<file path="src/rtl/issue_scoreboard_pkg.sv">
// Shared types and defaults for the decode-stage issue scoreboard.
package issue_scoreboard_pkg;

  localparam int NREG_DEF         = 32;
  localparam int CNT_W_DEF        = 2;
  localparam int FLUSH_CYCLES_DEF = 2;

  typedef logic [4:0] reg_addr;

  typedef enum logic [1:0] {
    RUN   = 2'd0,
    STALL = 2'd1,
    FLUSH = 2'd2
  } sb_state_t;

endpackage

</file>
<file path="src/rtl/issue_scoreboard_sb_counter_bank.sv">
// Per-register pending-write counters with one increment port, one decrement
// port and three combinational lookups (rs1, rs2, rd). Register 0 reads as 0.
module sb_counter_bank
  import issue_scoreboard_pkg::*;
#(
  parameter int NREG  = NREG_DEF,
  parameter int CNT_W = CNT_W_DEF
) (
  input  logic             clk,
  input  logic             reset,
  input  logic             inc_en_i,
  input  reg_addr          inc_addr_i,
  input  logic             dec_en_i,
  input  reg_addr          dec_addr_i,
  input  reg_addr          rs1_i,
  input  reg_addr          rs2_i,
  input  reg_addr          rd_i,
  output logic [CNT_W-1:0] pend_rs1_o,
  output logic [CNT_W-1:0] pend_rs2_o,
  output logic [CNT_W-1:0] pend_rd_o
);

  logic [CNT_W-1:0] pend_w [NREG];

  genvar gi;
  generate
    for (gi = 0; gi < NREG; gi++) begin : g_cnt
      if (gi == 0) begin : g_zero
        assign pend_w[gi] = '0;
      end else begin : g_reg
        logic [CNT_W-1:0] cnt_q;
        logic             inc_hit;
        logic             dec_hit;

        assign inc_hit = inc_en_i && (inc_addr_i == reg_addr'(gi));
        assign dec_hit = dec_en_i && (dec_addr_i == reg_addr'(gi));

        // Simultaneous inc and dec cancel; underflow and overflow hold.
        always_ff @(posedge clk or posedge reset) begin
          if (reset) begin
            cnt_q <= '0;
          end else if (inc_hit && !dec_hit && !(&cnt_q)) begin
            cnt_q <= cnt_q + 1'b1;
          end else if (dec_hit && !inc_hit && (cnt_q != '0)) begin
            cnt_q <= cnt_q - 1'b1;
          end
        end

        always @(posedge clk) begin
          if (!reset) begin
            assert (!(dec_hit && !inc_hit && (cnt_q == '0)));
          end
        end

        assign pend_w[gi] = cnt_q;
      end
    end
  endgenerate

  assign pend_rs1_o = pend_w[rs1_i];
  assign pend_rs2_o = pend_w[rs2_i];
  assign pend_rd_o  = pend_w[rd_i];

endmodule

</file>
<file path="src/rtl/issue_scoreboard.sv">
// Decode-stage issue controller: RAW/structural hazard detection, stall/bubble
// generation and flush sequencing. ISSUE_SCOREBOARD_PERF_EN adds perf counters.
module issue_scoreboard
  import issue_scoreboard_pkg::*;
#(
  parameter int NREG         = NREG_DEF,
  parameter int CNT_W        = CNT_W_DEF,
  parameter int FLUSH_CYCLES = FLUSH_CYCLES_DEF
) (
  input  logic        clk,
  input  logic        reset,
  input  logic        id_valid,
  input  logic [4:0]  id_rs1,
  input  logic [4:0]  id_rs2,
  input  logic [4:0]  id_rd,
  input  logic        id_uses_rs1,
  input  logic        id_uses_rs2,
  input  logic        id_writes_rd,
  input  logic        ex_busy,
  input  logic        wb_retire,
  input  logic [4:0]  wb_rd,
  input  logic        wb_wrote,
  input  logic        flush_req,
  output logic        id_ready,
  output logic        if_stall,
  output logic        idex_bubble,
  output logic        ifid_kill
`ifdef ISSUE_SCOREBOARD_PERF_EN
  ,
  output logic [31:0] stall_cycles,
  output logic [31:0] bubble_cycles,
  output logic [31:0] flush_count
`endif
);

  localparam int FC_W = (FLUSH_CYCLES > 1) ? $clog2(FLUSH_CYCLES) : 1;

  sb_state_t        state_q, state_d;
  logic [FC_W-1:0]  fcnt_q, fcnt_d;
  logic [CNT_W-1:0] pend_rs1, pend_rs2, pend_rd;
  logic             dec_en, inc_en;
  logic             haz_rs1, haz_rs2, haz_rd, hazard, stall_cond, ready_raw;

  assign dec_en = wb_retire && wb_wrote && (wb_rd != 5'd0);
  assign inc_en = ready_raw && id_writes_rd && (id_rd != 5'd0);

  sb_counter_bank #(.NREG(NREG), .CNT_W(CNT_W)) u_bank (
    .clk        (clk),
    .reset      (reset),
    .inc_en_i   (inc_en),
    .inc_addr_i (id_rd),
    .dec_en_i   (dec_en),
    .dec_addr_i (wb_rd),
    .rs1_i      (id_rs1),
    .rs2_i      (id_rs2),
    .rd_i       (id_rd),
    .pend_rs1_o (pend_rs1),
    .pend_rs2_o (pend_rs2),
    .pend_rd_o  (pend_rd)
  );

  // A source whose last producer retires this cycle is served by the WB forward.
  assign haz_rs1 = id_uses_rs1 && (id_rs1 != 5'd0) && (pend_rs1 != '0) &&
                   !(dec_en && (wb_rd == id_rs1) && (pend_rs1 == CNT_W'(1)));
  assign haz_rs2 = id_uses_rs2 && (id_rs2 != 5'd0) && (pend_rs2 != '0) &&
                   !(dec_en && (wb_rd == id_rs2) && (pend_rs2 == CNT_W'(1)));
  assign haz_rd  = id_writes_rd && (id_rd != 5'd0) && (&pend_rd);
  assign hazard  = haz_rs1 || haz_rs2 || haz_rd;
  assign stall_cond = id_valid && (hazard || ex_busy);

  assign ready_raw = id_valid && (state_q != FLUSH) && !flush_req && !hazard && !ex_busy;

  // Outputs are forced low while reset is held.
  assign id_ready    = !reset && ready_raw;
  assign if_stall    = !reset && id_valid && !ready_raw && (state_q != FLUSH) && !flush_req;
  assign idex_bubble = !reset && !ready_raw;
  assign ifid_kill   = !reset && flush_req;

  always_comb begin
    state_d = state_q;
    fcnt_d  = fcnt_q;
    if (flush_req) begin
      state_d = FLUSH;
      fcnt_d  = FC_W'(FLUSH_CYCLES - 1);
    end else begin
      case (state_q)
        RUN:     if (stall_cond) state_d = STALL;
        STALL:   if (!stall_cond) state_d = RUN;
        FLUSH: begin
          if (fcnt_q == '0) state_d = RUN;
          else              fcnt_d  = fcnt_q - 1'b1;
        end
        default: state_d = RUN;
      endcase
    end
  end

  always_ff @(posedge clk or posedge reset) begin
    if (reset) begin
      state_q <= RUN;
      fcnt_q  <= '0;
    end else begin
      state_q <= state_d;
      fcnt_q  <= fcnt_d;
    end
  end

`ifdef ISSUE_SCOREBOARD_PERF_EN
  always_ff @(posedge clk or posedge reset) begin
    if (reset) begin
      stall_cycles  <= '0;
      bubble_cycles <= '0;
      flush_count   <= '0;
    end else begin
      if (if_stall)                 stall_cycles  <= stall_cycles + 32'd1;
      if (idex_bubble && id_valid)  bubble_cycles <= bubble_cycles + 32'd1;
      if (flush_req)                flush_count   <= flush_count + 32'd1;
    end
  end
`endif

endmodule

</file>
<file path="config.mk">
export PLATFORM = sky130hd
export DESIGN_NAME = issue_scoreboard
export DESIGN_NICKNAME = d
export VERILOG_FILES = /design/src/rtl/issue_scoreboard_pkg.sv /design/src/rtl/issue_scoreboard_sb_counter_bank.sv /design/src/rtl/issue_scoreboard.sv
export SDC_FILE = /design/constraint.sdc
export NUM_CORES = 1
export LEC_CHECK = 0
export CAP_MARGIN = 20
export CORE_AREA = 2 2 105 107
export DETAILED_ROUTE_END_ITERATION = 6
export DIE_AREA = 0 0 107 109
export PLACE_DENSITY = 0.77
export SETUP_SLACK_MARGIN = 0.4
export SYNTH_ARGS = -nofsm -noshare
export SYNTH_HDL_FRONTEND = slang
export SYNTH_SLANG_ARGS = --single-unit
</file>
<file path="constraint.sdc">
create_clock -name clk -period 5.2 [get_ports clk]
set_input_delay 1.04 -clock clk [delete_from_list [all_inputs] [get_ports clk]]
set_output_delay 1.04 -clock clk [all_outputs]
set_load 0.005 [all_outputs]
</file>
## Word-level counts from Yosys, hierarchy flattened

Index checks and enable logic that the tools add are counted.

| word-level totals | value |
|---|---|
| bits in registers | 65 |
| word-level logic and storage cells | 673 |
| output and inout port bits | 4 |
| bits of input ports | 30 |

| operators by class | value |
|---|---|
| add/subtract/negate cells | 63 |
| bitwise gates (word level) | 3 |
| eq/ne operators | 72 |
| multiplexer cells | 79 |
| reduce and logical (&&, ||, !) cells | 420 |
| $lt $le $gt $ge | 3 |

Operators with widths:

| operator | count |
|---|---|
| 1-bit logical AND | 214 |
| 5-bit equality test, second input constant | 32 |
| 2-bit two-way mux | 72 |
| 2-bit nonzero test | 65 |
| 1-bit logical NOT | 100 |
| 5-bit by 4-bit equality test with 1-bit output, second input constant | 16 |
| 2-bit AND reduction | 32 |
| 2-bit by 1-bit adder with 2-bit output, second input constant | 31 |
| 2-bit by 1-bit subtractor with 2-bit output, second input constant | 31 |
| 5-bit by 3-bit equality test with 1-bit output, second input constant | 8 |
| 2-bit binary-select mux with 5-bit select | 3 |
| 5-bit by 2-bit equality test with 1-bit output, second input constant | 4 |
| 5-bit nonzero test | 4 |
| 6-bit >= comparator, second input constant | 3 |
| 5-bit inverter with 6-bit output | 3 |
| 5-bit by 1-bit equality test with 1-bit output, second input constant | 2 |
| 5-bit equality test | 2 |
| 3-bit != test, second input constant | 3 |
| 2-bit by 1-bit equality test with 1-bit output, second input constant | 3 |
| 2-bit case mux with 3 select lines | 1 |
| 1-bit logical OR | 3 |
| 1-bit two-way mux | 3 |
| 3-bit AND reduction | 1 |
| 2-bit equality test, second input constant | 1 |
| other kinds (3) | 3 |

## Logic depth before layout (Yosys ltp)

Gate-level depths: netlist of the first run.

| logic depth | value |
|---|---|
| word-level depth | 21 |
| gate-level depth with buffers | 14 |

## Modules after synthesis

A second synthesis of the first run with hierarchy kept.

| unflattened totals | value |
|---|---|
| cells, all modules | 739 |
| area, all modules | 6009.5 um^2 |

By module, submodules not included:

| module | area an instance (um^2) | instances | cells an instance |
|---|---|---|---|
| sb_counter_bank | 5617.9 | 1 | 690 |
| issue_scoreboard | 391.6 | 1 | 49 |

## Worst setup path before layout of the first run

Ideal clock, no wire load.

| timing | value |
|---|---|
| kind | input -> output |
| from | input id_rs1[0] |
| to | output id_ready |
| arrival | 3.245 ns |
| stages on the path | 9 |
| setup slack | 0.915 ns |
| buffers on the path | 3 |
| data required time | 4.160 ns |
| cells stage by stage | buf_2 buf_6 mux4_2 mux2_2 a211oi_2 o211ai_2 nor3_4 buf_2 and3_1 |

| on the way | value |
|---|---|
| word-level cells in the longest chain between the ends | 14 |
| elaborated cells on any way between the ends | 20 |

Ends and longest elaborated chain:

| element | RTL line | source |
|---|---|---|
| from (decl) | issue_scoreboard.sv:13 | `input logic [4:0] id_rs1,` |
| 5-bit inverter with 6-bit output (implied by the code) | issue_scoreboard_sb_counter_bank.sv:60 | `assign pend_rs1_o = pend_w[rs1_i];` |
| 2-bit binary-select mux with 5-bit select | issue_scoreboard_sb_counter_bank.sv:60 |  |
| 2-bit two-way mux (implied by the code) (2 in a row) | issue_scoreboard_sb_counter_bank.sv:60 |  |
| 2-bit by 1-bit equality test with 1-bit output | issue_scoreboard.sv:64 | `!(dec_en && (wb_rd == id_rs1) && (pend_rs1 == CNT_W'(1)));` |
| 1-bit logical AND | issue_scoreboard.sv:64 |  |
| 1-bit logical NOT | issue_scoreboard.sv:64 |  |
| 1-bit logical AND (*) | issue_scoreboard.sv:63 | `assign haz_rs1 = id_uses_rs1 && (id_rs1 != 5'd0) && (pend_rs1 != '0) &&` |
| 1-bit logical OR (*) (2 in a row) | issue_scoreboard.sv:68 | `assign hazard = haz_rs1 \|\| haz_rs2 \|\| haz_rd;` |
| 1-bit logical NOT (*) | issue_scoreboard.sv:71 | `assign ready_raw = id_valid && (state_q != FLUSH) && !flush_req && !hazard && !ex_busy;` |
| 1-bit logical AND (*) (2 in a row) | issue_scoreboard.sv:71 |  |
| 1-bit logical AND (*) | issue_scoreboard.sv:74 | `assign id_ready = !reset && ready_raw;` |
| to (decl) | issue_scoreboard.sv:24 | `output logic id_ready,` |

Every way passes the cells marked *; elsewhere a longest branch is shown, timed or not. The select of a mux whose other input is x is not followed.

## Worst setup path in the final report of the first run

| timing | value |
|---|---|
| from | input id_rd[0] |
| to | output id_ready |

| on the way | value |
|---|---|
| word-level cells in the longest chain between the ends | 11 |
| elaborated cells on any way between the ends | 13 |

Ends and longest elaborated chain:

| element | RTL line | source |
|---|---|---|
| from (decl) | issue_scoreboard.sv:15 | `input logic [4:0] id_rd,` |
| 5-bit inverter with 6-bit output (implied by the code) | issue_scoreboard_sb_counter_bank.sv:62 | `assign pend_rd_o = pend_w[rd_i];` |
| 2-bit binary-select mux with 5-bit select | issue_scoreboard_sb_counter_bank.sv:62 |  |
| 2-bit two-way mux (implied by the code) (2 in a row) | issue_scoreboard_sb_counter_bank.sv:62 |  |
| 2-bit AND reduction | issue_scoreboard.sv:67 | `assign haz_rd = id_writes_rd && (id_rd != 5'd0) && (&pend_rd);` |
| 1-bit logical AND (*) | issue_scoreboard.sv:67 |  |
| 1-bit logical OR (*) | issue_scoreboard.sv:68 |  |
| 1-bit logical NOT (*) | issue_scoreboard.sv:71 |  |
| 1-bit logical AND (*) (2 in a row) | issue_scoreboard.sv:71 |  |
| 1-bit logical AND (*) | issue_scoreboard.sv:74 |  |

Marks and branches as above.

==> impl_metrics.toml, run 1 <==
[status]
status = "finished clean"

[synth]
synth_cells = 652
synth-main-ff-cell = "dfrtp_1"
ys_seq_area_share_pct = 28.4
ys_seq_elements = 65
ys_types = 67
yosys_warnings = 0
synth-edff-count = 0
synthArstFlopShare_pct = 100
synth_area_per_cell_um2 = 8.77
syn_area_um2 = 5720
synth_fp_nets = 682

[clock_tree]
worstSkewPairLatency_ps = 380
cts_tree = "done"
cts-root-buf = "clkbuf_8"
ctsHtreeMaxLevel = 3
cts_made_buffers = 9
path_clk_slew_ps = 70
cts_hold_buf = 0
clockBufferDepth = 2
cts_sinks = 65

[placement]
gp_congestion = 1.04
place_ws_ps = 166
dp_hpwl_mm = 13.9
port_buffers = 33

[global_route]
grt_max_degree = 66
grt_use_total_pct = 33.6
antenna_found_initial = 0
grt_pass1_wl_mm = 29.7
grt-ovfl-total = 0
grt_pass1_vias = 5520

[floorplanning]
die_area_um2 = 11700
ioPinCount = 34
die_x_um = 107
num_rows = 38
die_h_um = 109
core_area_um2 = 10600
start_util_pct = 54.0

[critical_path]
worstReg2RegEnd = "u_bank.g_cnt[8].g_reg.cnt_q[0]$_DFFE_PP0P_"
worstRegToRegCells = 10
cp_common_cell = "clkdlybuf4s50_1"
r2r_slack_ps = 1600
critPathCaptureType = "primary output"
worstPathCellList = "clkdlybuf4s50_1 > buf_12 > nand2b_1 > a311oi_1 > a211o_1 > o211ai_1 > a221o_1 > nor3_4 > and3_1 > clkdlybuf4s50_1"
crit_arrival_ps = 3910
critPathKind = "in2out"
cp_slowest_cell = "clkdlybuf4s50_1"
timing.rr.start = "u_bank.g_cnt[31].g_reg.cnt_q[1]$_DFFE_PP0P_"
worst-path-max-fanout = 22
cp.required_ps = 4160
max_stage_delay_ps = 500
cp-start-kind = "input pin"

[finish]
final_cell_mix = "dfrtp_1, nand2_1, nor2_1"
final_nets = 724
fillerInstances = 884
diodes = 0
multi_input_area_um2 = 3850
final_common_cell = "dfrtp_1"
area_growth_pct = 16.6
final_layout_size_suffix_gt1_share_pct = 15.9
regArea_um2 = 1630

[timing]
max_slew_margin_pct = 42.3
fmax_mhz = 202
hold_viol = 0
rsz0062_at_grt = "yes"
drv_slew = 0
setup_viol = 0
setup_ws_ps = 253
tns_ps = 0
tightest_slew_ps = 863
post-route-period-util_pct = 95.1
finalCriticalPeriod_ps = 4950
fin_skew_ps = 8.55

[routing]
first_pass_iters = 5
route.detailed.drc = 0
viasPerCell = 6.91
drt_iter0_markers = 703
wl_mm = 19.1
routedWlPerCell_um = 22.7
num_vias = 5797
ant_nets = 0

[flow_run]
drv_cap = 0

[power]
p_leak_nw = 2.81
ir_drop_uv = 169
power_density_nw_per_um2 = 216
p_total_mw = 1.44

[hold_path]
holdPathStages = 1
hold_path.class = "reg2reg"
worstHoldStart = "state_q[1]$_DFFE_PP0P_"
holdPathEnd = "state_q[0]$_DFFE_PP0P_"
sequential cells by signal (all words and copies together), names as in the netlist:
signal,cells
u_bank.g_cnt.g_reg.cnt_q,62
state_q,2
fcnt_q,1
area by class of cell:
type / count / area share, %
clock inverter: 1 / 0.450
inverter: 22 / 1.24
tap: 140 / 2.63
clock buffer: 15 / 2.95
sequential: 65 / 24.4
timing repair buffer: 73 / 10.5
multi-input combinational: 523 / 57.8
cells by family after synthesis:
kind of cell	after synthesis	share of synthesized area [%]
AND/OR/NAND/NOR	253	23.3
AO/OA/AOI/OAI	190	23.1
flip-flops	65	28.4
buffers and inverters	64	4.88
multiplexers	58	16.9
XOR/XNOR	22	3.37
per-stage QoR:
step	instances	hold slack [ps]	instance area [um^2]	util, %
3_3_place_gp	811	453	6290	59.3
3_5_place_dp	811	462	6290	59.3
5_1_grt	839	479	6670	62.9
4_1_cts	827	469	6520	61.5
2_1_floorplan	652	427	5720	-
6_report	839	466	6670	62.9
synthesized netlist by cell type (10+ instances only):
master | count | share of area, %
a31oi_1 | 24 | 2.6
o21ai_1 | 18 | 1.6
buf_2 | 13 | 1.1
xnor2_1 | 10 | 1.5
a22oi_1 | 14 | 1.8
nor2_1 | 44 | 2.9
o21a_1 | 11 | 1.4
nand2b_1 | 18 | 2.0
xor2_1 | 12 | 1.8
a21oi_1 | 25 | 2.2
nor3_1 | 19 | 1.7
o21ai_0 | 13 | 1.1
clkbuf_1 | 23 | 1.5
o22a_1 | 10 | 1.5
mux4_2 | 30 | 12
and4_1 | 10 | 1.5
nand2_1 | 59 | 3.9
nand3_1 | 25 | 2.2
dfrtp_1 | 65 | 28
a211oi_1 | 11 | 1.4
mux2i_1 | 18 | 3.1
inv_1 | 22 | 1.4
nand4_1 | 14 | 1.5
nor2b_1 | 23 | 2.5
worst max path at each step:
stage / startpoint / to / slack [ps]
floorplan: id_rs1[0] / id_ready / 910
global placement: id_rs1[0] / id_ready / 180
detailed placement: id_rs1[0] / id_ready / 170
CTS: id_rs1[0] / id_ready / 160
global route: id_rs2[0] / id_ready / 80
finish: id_rd[0] / id_ready / 250
worst max-delay path: cells and delay by family:
family / cells / cell delay [ps]
buffers and inverters: 3 / 1120
AOI/OAI and AO/OA: 4 / 1010
and+or+nand+nor: 3 / 710
repair_timing:
item / 4_1_cts / 5_1_grt
buffers inserted: 0 / 11
cloned: 0 / 0
resized for setup: 0 / 15
pin swaps: 0 / 7
setup endpoints to repair: 3 / 3
per-layer routing:
| layer | wire (um) | up-vias | track usage [%] |
|---|---|---|---|
| met2 | 8850 | 339 | 52.5 |
| li1 | - | 2583 | - |
| met3 | 1920 | 71 | 6.28 |
| met5 | 0 | - | 0 |
| met1 | 7480 | 2804 | 44.7 |
| met4 | 815 | 0 | 17.3 |
where the power goes:
group	internal [mW]	total (mW)	switching [mW]	leakage (nW)
sequential	0.541	0.607	0.0660	0.811
clock	0.287	0.492	0.205	0.116
combinational	0.161	0.342	0.182	1.88
total	0.989	1.44	0.452	2.81
No activity file was read; power rests on OpenSTA's default activity.
==> run 2: changes to the inputs <==
--- a/config.mk
+++ b/config.mk
@@ -6,10 +6,12 @@
 export NUM_CORES = 1
 export LEC_CHECK = 0
 export CAP_MARGIN = 20
-export CORE_AREA = 2 2 105 107
+export CELL_PAD_IN_SITES_DETAIL_PLACEMENT = 0
+export CELL_PAD_IN_SITES_GLOBAL_PLACEMENT = 1
+export CORE_AREA = 2 2 142 144
 export DETAILED_ROUTE_END_ITERATION = 6
-export DIE_AREA = 0 0 107 109
-export PLACE_DENSITY = 0.77
+export DIE_AREA = 0 0 144 146
+export PLACE_DENSITY = 0.58
 export SETUP_SLACK_MARGIN = 0.4
 export SYNTH_ARGS = -nofsm -noshare
 export SYNTH_HDL_FRONTEND = slang
==> impl_metrics.toml, run 2 (same netlist as run 1, synthesis figures left out) <==
[finish]
area_growth_pct = 24.9
fillerInstances = 1971
stdcell_area_um2 = 7150
final_util_pct = 37.0
regArea_um2 = 1630
final_common_cell = "dfrtp_1"
multi_input_area_um2 = 3890
largest_reg_flops = 62
final_layout_size_suffix_gt1_share_pct = 18.5
final_nets = 740
final_cell_mix = "dfrtp_1, nand2_1, nor2_1, buf_4, mux4_2"
reg.largest.list = "u_bank.g_cnt.g_reg.cnt_q (62), state_q (2), fcnt_q (1)"
largest_register = "u_bank.g_cnt.g_reg.cnt_q"
diodes = 0

[critical_path]
worst-path-max-fanout = 3
cp-start-kind = "input pin"
worstPathCellList = "clkdlybuf4s50_1 > or4_1 > o211ai_1 > buf_4 > buf_4 > buf_4 > buf_4 > nor4_2 > o22ai_2 > nor3_4 > and3_1 > clkdlybuf4s50_1"
worstRegToRegCells = 9
critPathCaptureType = "primary output"
crit_arrival_ps = 3710
max_stage_delay_ps = 500
critPathKind = "in2out"
cp_slowest_cell = "clkdlybuf4s50_1"
r2r_slack_ps = 1890
cp_common_cell = "buf_4"
cp.required_ps = 4160

[timing]
fin_skew_ps = 6.79
max_slew_margin_pct = 34.8
rsz0062_at_grt = "yes"
post-route-period-util_pct = 91.3
fmax_mhz = 211
drv_slew = 0
setup_viol = 0
hold_viol = 0
tns_ps = 0
finalCriticalPeriod_ps = 4750
tightest_slew_ps = 977

[status]
status = "finished clean"

[global_route]
antenna_found_initial = 0
grt_use_total_pct = 20.8
grt-ovfl-total = 0
grt_pass1_vias = 5637
grt_max_degree = 66
grt_pass1_wl_mm = 32.9

[power]
ir_drop_uv = 140
power_density_nw_per_um2 = 225
p_leak_nw = 2.98

[routing]
routedWlPerCell_um = 22.7
first_pass_iters = 5
drt_iter0_markers = 632
route.detailed.drc = 0
num_vias = 5827
viasPerCell = 5.95
ant_nets = 0
wl_mm = 22.2

[placement]
port_buffers = 33
dp_hpwl_mm = 16.0
gp_congestion = 0.971
placed_area_um2 = 6480

[clock_tree]
cts_made_buffers = 9
ctsHtreeMaxLevel = 3
worstSkewPairLatency_ps = 350
cts_tree = "done"
cts_hold_buf = 0
clockBufferDepth = 2
path_clk_slew_ps = 50
cts-root-buf = "clkbuf_16"
cts_sinks = 65

[floorplanning]
core_area_um2 = 19300
start_util_pct = 29.6
num_rows = 51
die_h_um = 146
ioPinCount = 34
die_x_um = 144
die_area_um2 = 21000

[flow_run]
drv_cap = 0

[hold_path]
hold_path.class = "reg2reg"
holdPathStages = 1
==> run 2: final cells by class <==
| type | instances | area share [%] |
|---|---|---|
| clock buffer | 13 | 3.50 |
| clock inverter | 3 | 0.560 |
| inverter | 22 | 1.16 |
| multi-input combinational | 523 | 54.5 |
| sequential | 65 | 22.8 |
| tap | 265 | 4.64 |
| timing repair buffer | 89 | 12.9 |
==> run 2: per-stage QoR <==
stage          setup slack (ps)  power, mW  instances  hold slack, ps
6_report                    454       1.60        980             457
2_1_floorplan               915      0.806        652             427
5_1_grt                     359       1.67        980             478
3_3_place_gp                113      0.942        938             455
4_1_cts                     229       1.58        962             464
3_5_place_dp               53.0      0.951        938             457
==> run 2: where the power goes <==
part / internal, mW / switching (mW) / total, mW
logic: 0.177 / 0.194 / 0.371
registers: 0.541 / 0.0718 / 0.613
clock network: 0.383 / 0.238 / 0.621
total: 1.10 / 0.504 / 1.60
==> run 2: layer usage <==
metal / track usage [%] / routed length (um) / vias up
met2: 33.4 / 10500 / 253
met3: 4.05 / 1430 / 58
li1: - / - / 2629
met4: 7.70 / 744 / 0
met5: 0 / 0 / -
met1: 27.6 / 9590 / 2887
==> run 2: worst paths after layout <==
kind                                                          endpoint                                   startpoint
setup reg to reg            u_bank.g_cnt[3].g_reg.cnt_q[0]$_DFFE_PP0P_  u_bank.g_cnt[11].g_reg.cnt_q[0]$_DFFE_PP0P_
hold / removal                                  state_q[0]$_DFFE_PP0P_                       state_q[1]$_DFFE_PP0P_
min in group asynchronous  u_bank.g_cnt[10].g_reg.cnt_q[1]$_DFFE_PP0P_                                        reset
max in group asynchronous  u_bank.g_cnt[30].g_reg.cnt_q[1]$_DFFE_PP0P_                                        reset
setup / recovery                                              id_ready                                     wb_rd[3]
hold reg to reg                                 state_q[0]$_DFFE_PP0P_                       state_q[1]$_DFFE_PP0P_
==> run 2: worst max-delay path, delay by kind of cell <==
family	cells	cell delay, ps
AO/OA/AOI/OAI	2	290
AND/OR/NAND/NOR	4	880
buffers and inverters	6	1510
==> run 2: timing repair <==
action,4_1_cts,5_1_grt
gates cloned,0,4
resized for setup,7,21
pin swaps,6,10
buffers inserted,8,14
endpoints found under the setup margin,3,3
